--- src/rtl/timer_pulse_gen.sv ---
// timer_pulse_gen
// Master timepulse sequencer plus free-running scaler drive.
// One memory cycle (MCT) is 24 CLOCK cycles: T01..T12, two cycles each,
// PHS2 marks the first and PHS4 the second cycle of every timepulse.
// STOP parks the sequencer at the end of the current MCT; STEP (when built)
// runs one MCT from the parked state.
//
// Build option: define TIMER_STEP_EN to build the STEP synchronizer and the
// STEP1 state. Without it the STEP port is present but has no effect.
//
// Parameters:
//   GATE_DELAY - simulation-only output delay annotation, no functional effect
//   DIV_FS01   - FS01_ full period in CLOCK cycles (even, >= 2)
// Ports:
//   CLOCK   in  master clock, rising-edge
//   rst     in  asynchronous active-low reset
//   STOP    in  asynchronous stop request (synchronized here)
//   STEP    in  asynchronous single-MCT step request (synchronized here)
//   FS01_   out active-low scaler drive, 50% duty, period DIV_FS01
//   T01..T12 out one-hot (or all-low) timepulses
//   PHS2    out first cycle of a timepulse
//   PHS4    out second cycle of a timepulse
//   MCT     out one-cycle pulse in the last cycle of T12
//   STOPPED out high while parked
module timer_pulse_gen #(
  parameter int GATE_DELAY = 0,
  parameter int DIV_FS01   = 20
) (
  input  logic CLOCK,
  input  logic rst,
  input  logic STOP,
  input  logic STEP,
  output logic FS01_,
  output logic T01,
  output logic T02,
  output logic T03,
  output logic T04,
  output logic T05,
  output logic T06,
  output logic T07,
  output logic T08,
  output logic T09,
  output logic T10,
  output logic T11,
  output logic T12,
  output logic PHS2,
  output logic PHS4,
  output logic MCT,
  output logic STOPPED
);

  localparam int HALF = DIV_FS01 / 2;
  localparam int DW   = (HALF > 1) ? $clog2(HALF) : 1;
  localparam logic [DW-1:0] DIV_TC  = DW'(HALF - 1);
  localparam logic [4:0]    LAST_POS = 5'd23;

  typedef enum logic [1:0] {
    ST_RUN   = 2'd0,
    ST_PARK  = 2'd1,
    ST_STEP1 = 2'd2
  } state_t;

  // The delay parameter only annotates simulation timing; keep it referenced.
  logic unused_gate_s;
  assign unused_gate_s = (GATE_DELAY != 0);

  // ---------------------------------------------------------------- inputs
  logic stop_m_r, stop_s_r;
  logic step_rise_s;

  // Two-flop synchronizer for STOP.
  always_ff @(posedge CLOCK or negedge rst) begin
    if (!rst) begin
      stop_m_r <= 1'b0;
      stop_s_r <= 1'b0;
    end else begin
      stop_m_r <= STOP;
      stop_s_r <= stop_m_r;
    end
  end

`ifdef TIMER_STEP_EN
  logic step_m_r, step_s_r, step_d_r;

  // Two-flop synchronizer for STEP plus a delay flop for rising-edge detect.
  always_ff @(posedge CLOCK or negedge rst) begin
    if (!rst) begin
      step_m_r <= 1'b0;
      step_s_r <= 1'b0;
      step_d_r <= 1'b0;
    end else begin
      step_m_r <= STEP;
      step_s_r <= step_m_r;
      step_d_r <= step_s_r;
    end
  end

  // A level held high yields a single-cycle pulse, so nothing is queued.
  assign step_rise_s = step_s_r & ~step_d_r;
`else
  logic unused_step_s;
  assign unused_step_s = STEP;
  assign step_rise_s   = 1'b0;
`endif

  // ------------------------------------------------------------- sequencer
  // pos_r is the position (0..23) inside the MCT currently shown on the
  // outputs; live_r is low when no timepulse is shown (after reset, parked).
  state_t     st_r, st_nx_s;
  logic [4:0] pos_r, pos_nx_s;
  logic       live_r, live_nx_s;

  // Sequencer state register.
  always_ff @(posedge CLOCK or negedge rst) begin
    if (!rst) begin
      st_r   <= ST_RUN;
      pos_r  <= 5'd0;
      live_r <= 1'b0;
    end else begin
      st_r   <= st_nx_s;
      pos_r  <= pos_nx_s;
      live_r <= live_nx_s;
    end
  end

  // Next-state logic: an MCT in progress always runs to its last cycle;
  // decisions are taken only at the end of T12 or while idle.
  always_comb begin
    st_nx_s   = st_r;
    pos_nx_s  = pos_r;
    live_nx_s = live_r;
    if (live_r) begin
      if (pos_r == LAST_POS) begin
        if (stop_s_r) begin
          st_nx_s   = ST_PARK;
          pos_nx_s  = 5'd0;
          live_nx_s = 1'b0;
        end else begin
          st_nx_s   = ST_RUN;
          pos_nx_s  = 5'd0;
          live_nx_s = 1'b1;
        end
      end else begin
        pos_nx_s = pos_r + 5'd1;
      end
    end else begin
      case (st_r)
        ST_PARK: begin
          // STOP release wins over a simultaneous STEP edge.
          if (!stop_s_r) begin
            st_nx_s   = ST_RUN;
            pos_nx_s  = 5'd0;
            live_nx_s = 1'b1;
          end else if (step_rise_s) begin
            st_nx_s   = ST_STEP1;
            pos_nx_s  = 5'd0;
            live_nx_s = 1'b1;
          end else begin
            st_nx_s   = ST_PARK;
            pos_nx_s  = 5'd0;
            live_nx_s = 1'b0;
          end
        end
        default: begin
          // Idle in RUN only happens right after reset: start T01 at once.
          st_nx_s   = ST_RUN;
          pos_nx_s  = 5'd0;
          live_nx_s = 1'b1;
        end
      endcase
    end
  end

  // ----------------------------------------------------------------- outputs
  logic [11:0] t_nx_s, t_r;
  logic        phs2_nx_s, phs4_nx_s, mct_nx_s, stopped_nx_s;
  logic        phs2_r, phs4_r, mct_r, stopped_r;

  // Output decode from the next state so that the outputs are registered.
  always_comb begin
    t_nx_s       = 12'd0;
    phs2_nx_s    = 1'b0;
    phs4_nx_s    = 1'b0;
    mct_nx_s     = 1'b0;
    stopped_nx_s = (st_nx_s == ST_PARK);
    if (live_nx_s) begin
      t_nx_s    = 12'd1 << pos_nx_s[4:1];
      phs2_nx_s = ~pos_nx_s[0];
      phs4_nx_s = pos_nx_s[0];
      mct_nx_s  = (pos_nx_s == LAST_POS);
    end else begin
      t_nx_s = 12'd0;
    end
  end

  // Output registers.
  always_ff @(posedge CLOCK or negedge rst) begin
    if (!rst) begin
      t_r       <= 12'd0;
      phs2_r    <= 1'b0;
      phs4_r    <= 1'b0;
      mct_r     <= 1'b0;
      stopped_r <= 1'b0;
    end else begin
      t_r       <= t_nx_s;
      phs2_r    <= phs2_nx_s;
      phs4_r    <= phs4_nx_s;
      mct_r     <= mct_nx_s;
      stopped_r <= stopped_nx_s;
    end
  end

  // --------------------------------------------------------------- divider
  logic [DW-1:0] div_r;
  logic          fs_r;

  // FS01_ divider: free-running in every state, toggles every HALF cycles.
  always_ff @(posedge CLOCK or negedge rst) begin
    if (!rst) begin
      div_r <= '0;
      fs_r  <= 1'b1;
    end else if (div_r == DIV_TC) begin
      div_r <= '0;
      fs_r  <= ~fs_r;
    end else begin
      div_r <= div_r + DW'(1);
    end
  end

  assign FS01_   = fs_r;
  assign T01     = t_r[0];
  assign T02     = t_r[1];
  assign T03     = t_r[2];
  assign T04     = t_r[3];
  assign T05     = t_r[4];
  assign T06     = t_r[5];
  assign T07     = t_r[6];
  assign T08     = t_r[7];
  assign T09     = t_r[8];
  assign T10     = t_r[9];
  assign T11     = t_r[10];
  assign T12     = t_r[11];
  assign PHS2    = phs2_r;
  assign PHS4    = phs4_r;
  assign MCT     = mct_r;
  assign STOPPED = stopped_r;

endmodule

--- config.mk ---
export PLATFORM = sky130hd
export DESIGN_NAME = timer_pulse_gen
export DESIGN_NICKNAME = d
export VERILOG_FILES = /design/src/rtl/timer_pulse_gen.sv
export SDC_FILE = /design/constraint.sdc
export NUM_CORES = 1
export LEC_CHECK = 0
export CAP_MARGIN = 25
export CORE_MARGIN = 4
export CORE_UTILIZATION = 47
export CTS_CLUSTER_DIAMETER = 150
export DETAILED_ROUTE_END_ITERATION = 16
export PLACE_DENSITY_LB_ADDON = 0.2
export SETUP_SLACK_MARGIN = 0.1
export SLEW_MARGIN = 10
export SYNTH_ARGS = -nofsm -noshare
export SYNTH_HDL_FRONTEND = slang
export SYNTH_SLANG_ARGS = --single-unit
--- constraint.sdc ---
create_clock -name CLOCK -period 1.69 [get_ports CLOCK]
set_clock_uncertainty 0.2 [all_clocks]
set_input_delay 0.2535 -clock CLOCK [delete_from_list [all_inputs] [get_ports CLOCK]]
set_output_delay 0.2535 -clock CLOCK [all_outputs]
set_load 0.1 [all_outputs]
==> metrics.txt <==
Leak Pwr 0.8917 nW; Ys Warns 0; wire per inst 13.95 um; status finished clean; GRT Total Usage 14.30%; slowest CP cell dfrtp_1; worst min path class input pin to asynchronous set/reset pin; Slew @ Worst Pin 0.3350 ns; largest area contributor in the netlist dfrtp_1; vias in the first global route 896; H-tree depth 2; CTS tree yes; Synth Register Bits 31; area of the core 2734 sq um; Die Span Y 61.12 um; GPL Wtd Cong 0.7004; maximum clock rate 597.6 MHz; vias per cell 5.086; Synth top area share 56.60%; Filler Cells Inserted 192; CP startpoint pos_r[0]; number of flops mapped to enable cells by yosys 0; hold_ws 0.08484 ns; Setup CP Type flip-flop to flip-flop; antenna-violating nets left 0; Clock Pin Slew Worst Setup and Hold Paths 0.09 ns; post-layout min period 1.673 ns; syn avg cell area 12.40 sq um; RSZ-0062 raised after global routing yes; launching point of the worst reg2reg path pos_r[0]; Pwr Density 2156 nW/um^2; Ant. Diodes 0; Max clock buf depth 2; Layout Cells excl Fill 174; critical path endpoint category flip-flop; synthesized area 1326 sq um; TNS Setup 0 ns; post-synthesis cell count 107; Total Power 4.204 mW; final setup margin 0.01663 ns; Setup crit start kind flip-flop; gr ovfl total 0; TritonCTS Buffers 5; Final Max Slew Viols 0; Synth area leaders dfrtp_1, nor2_1, nand2_1; DRT Pass-1 Iters 4; pre-CTS setup slack 0.007663 ns; layout net count 147; initial core utilization 48.51%; endpoints failing setup 0; count leader, synth dfrtp_1; Synth Net Count 112; PortBufs 19; max_slew headroom 77.43%; r2r setup slk 0.02 ns; CP cell instances ha_4, buf_12, mux2_4, a21oi_4, nor2_1; CP required 1.70 ns; num ports 21; die footprint 3736 sq um; residual DRC count 0; commonest cells in the netlist dfrtp_1, nor2_1, nand2_1; Max-Cap Viols 0; largest net degree at the start of global routing 32; Post-synth ARST share 100.0%; DP Wirelength 1576 um; period utilization 99.02%; clk sinks 31; Crit Path Max Fanout 5; peak supply drop 1681 uV; Yosys cell types 40; Total Wirelength 2428 um; final instance area 1949 sq um; Synth Flop Type dfrtp_1; share of cells above drive strength 1 45.45%; DR vias 885; Clk Latency, worst-skew pair 0.32 ns; Layout area overhead 46.98%; Clock Tree Root clkbuf_4; placed cell area 1747 sq um; CP peak stage delay 0.44 ns; register area share after synthesis 58.58%; initial DRC count 27; initial antenna violation count 0; Rows 19; global-route wire length before repair 3877 um; Die W 61.12 um; Worst Path Buf+Inv 1; final-report hold violation count 0; DP Cell Count 158; Util after Layout 71.30%; cell family with most CP delay flip-flops; crit path DAT 1.68 ns
layer usage:
layer / share of wire (%) / track usage (%) / up-vias
met1: 42 / 16.60 / 440
li1: - / - / 425
met5: 0 / 0 / -
met2: 52 / 24.17 / 20
met4: 0 / 6.502 / 0
met3: 6.0 / 4.403 / 0
report_power, final:
group / internal, mW / switching, mW / total, mW
Combinational: 1.14 / 1.44 / 2.59
Sequential: 0.931 / 0.253 / 1.18
Clock: 0.201 / 0.232 / 0.433
kinds of logic after synthesis:
group | Yosys count | share of synthesized area, %
AOI/OAI and AO/OA | 14 | 9.717
xor gates and xnor gates | 5 | 3.869
adders and majority gates | 1 | 0.9432
buffers and inverters | 8 | 4.056
DFF | 31 | 58.59
muxes | 3 | 2.358
and+or+nand+nor | 45 | 20.47
worst reg2reg max path: cells and delay by family, from the launching register on:
kind                       cells  cell delay [ns]
DFF                            1             0.44
muxes                          1             0.30
adders and majority gates      1             0.21
AOI/OAI and AO/OA              1             0.20
buffers and inverters          1             0.13
and+or+nand+nor                1             0.08
cells in the final DEF, fill, tap and decap left out, types with 3 or more instances in the layout:
cell	netlist	layout
buf_12	0	19
buf_4	2	10
clkbuf_4	0	5
dfrtp_1	30	27
dfrtp_2	0	3
nand2_1	10	7
nand2_2	0	3
nor2_1	14	14
nor2b_1	5	5
o21ai_0	3	3
path summary, 6_finish.rpt:
check	to	cells after the start
min in group CLOCK	stop_m_r	1
max in group asynchronous	FS01_	2
min	MCT	2
min reg2reg	stop_s_r	0
max reg2reg	t_r[2]	5
max	t_r[2]	5
cell type report:
type                       instances  area [sq um]  area share [%]
inverter                           3         11.26          0.5777
sequential                        31         780.7           40.05
clock inverter                     1         5.005          0.2567
clock buffer                       7         55.05           2.824
timing repair buffer              33         491.7           25.22
tap                               31         38.79           1.990
multi-input combinational         68         566.8           29.08
repair_timing:
action                                  CTS  global route
hold buffers                              0             0
pin swaps                                 5            10
endpoints found under the setup margin   17            15
setup buffers                             3             5
resized for setup                        11             6
registers in the layout (all words and copies together) (netlist names):
| register | cells |
|---|---|
| MCT | 1 |
| stop_s_r | 1 |
| PHS2 | 1 |
| stop_m_r | 1 |
| FS01_ | 1 |
| t_r | 12 |
| pos_r | 5 |
| div_r | 4 |
| live_r | 1 |
| STOPPED | 1 |
| PHS4 | 1 |
| st_r | 2 |
Power figures use the tool's default switching activity.
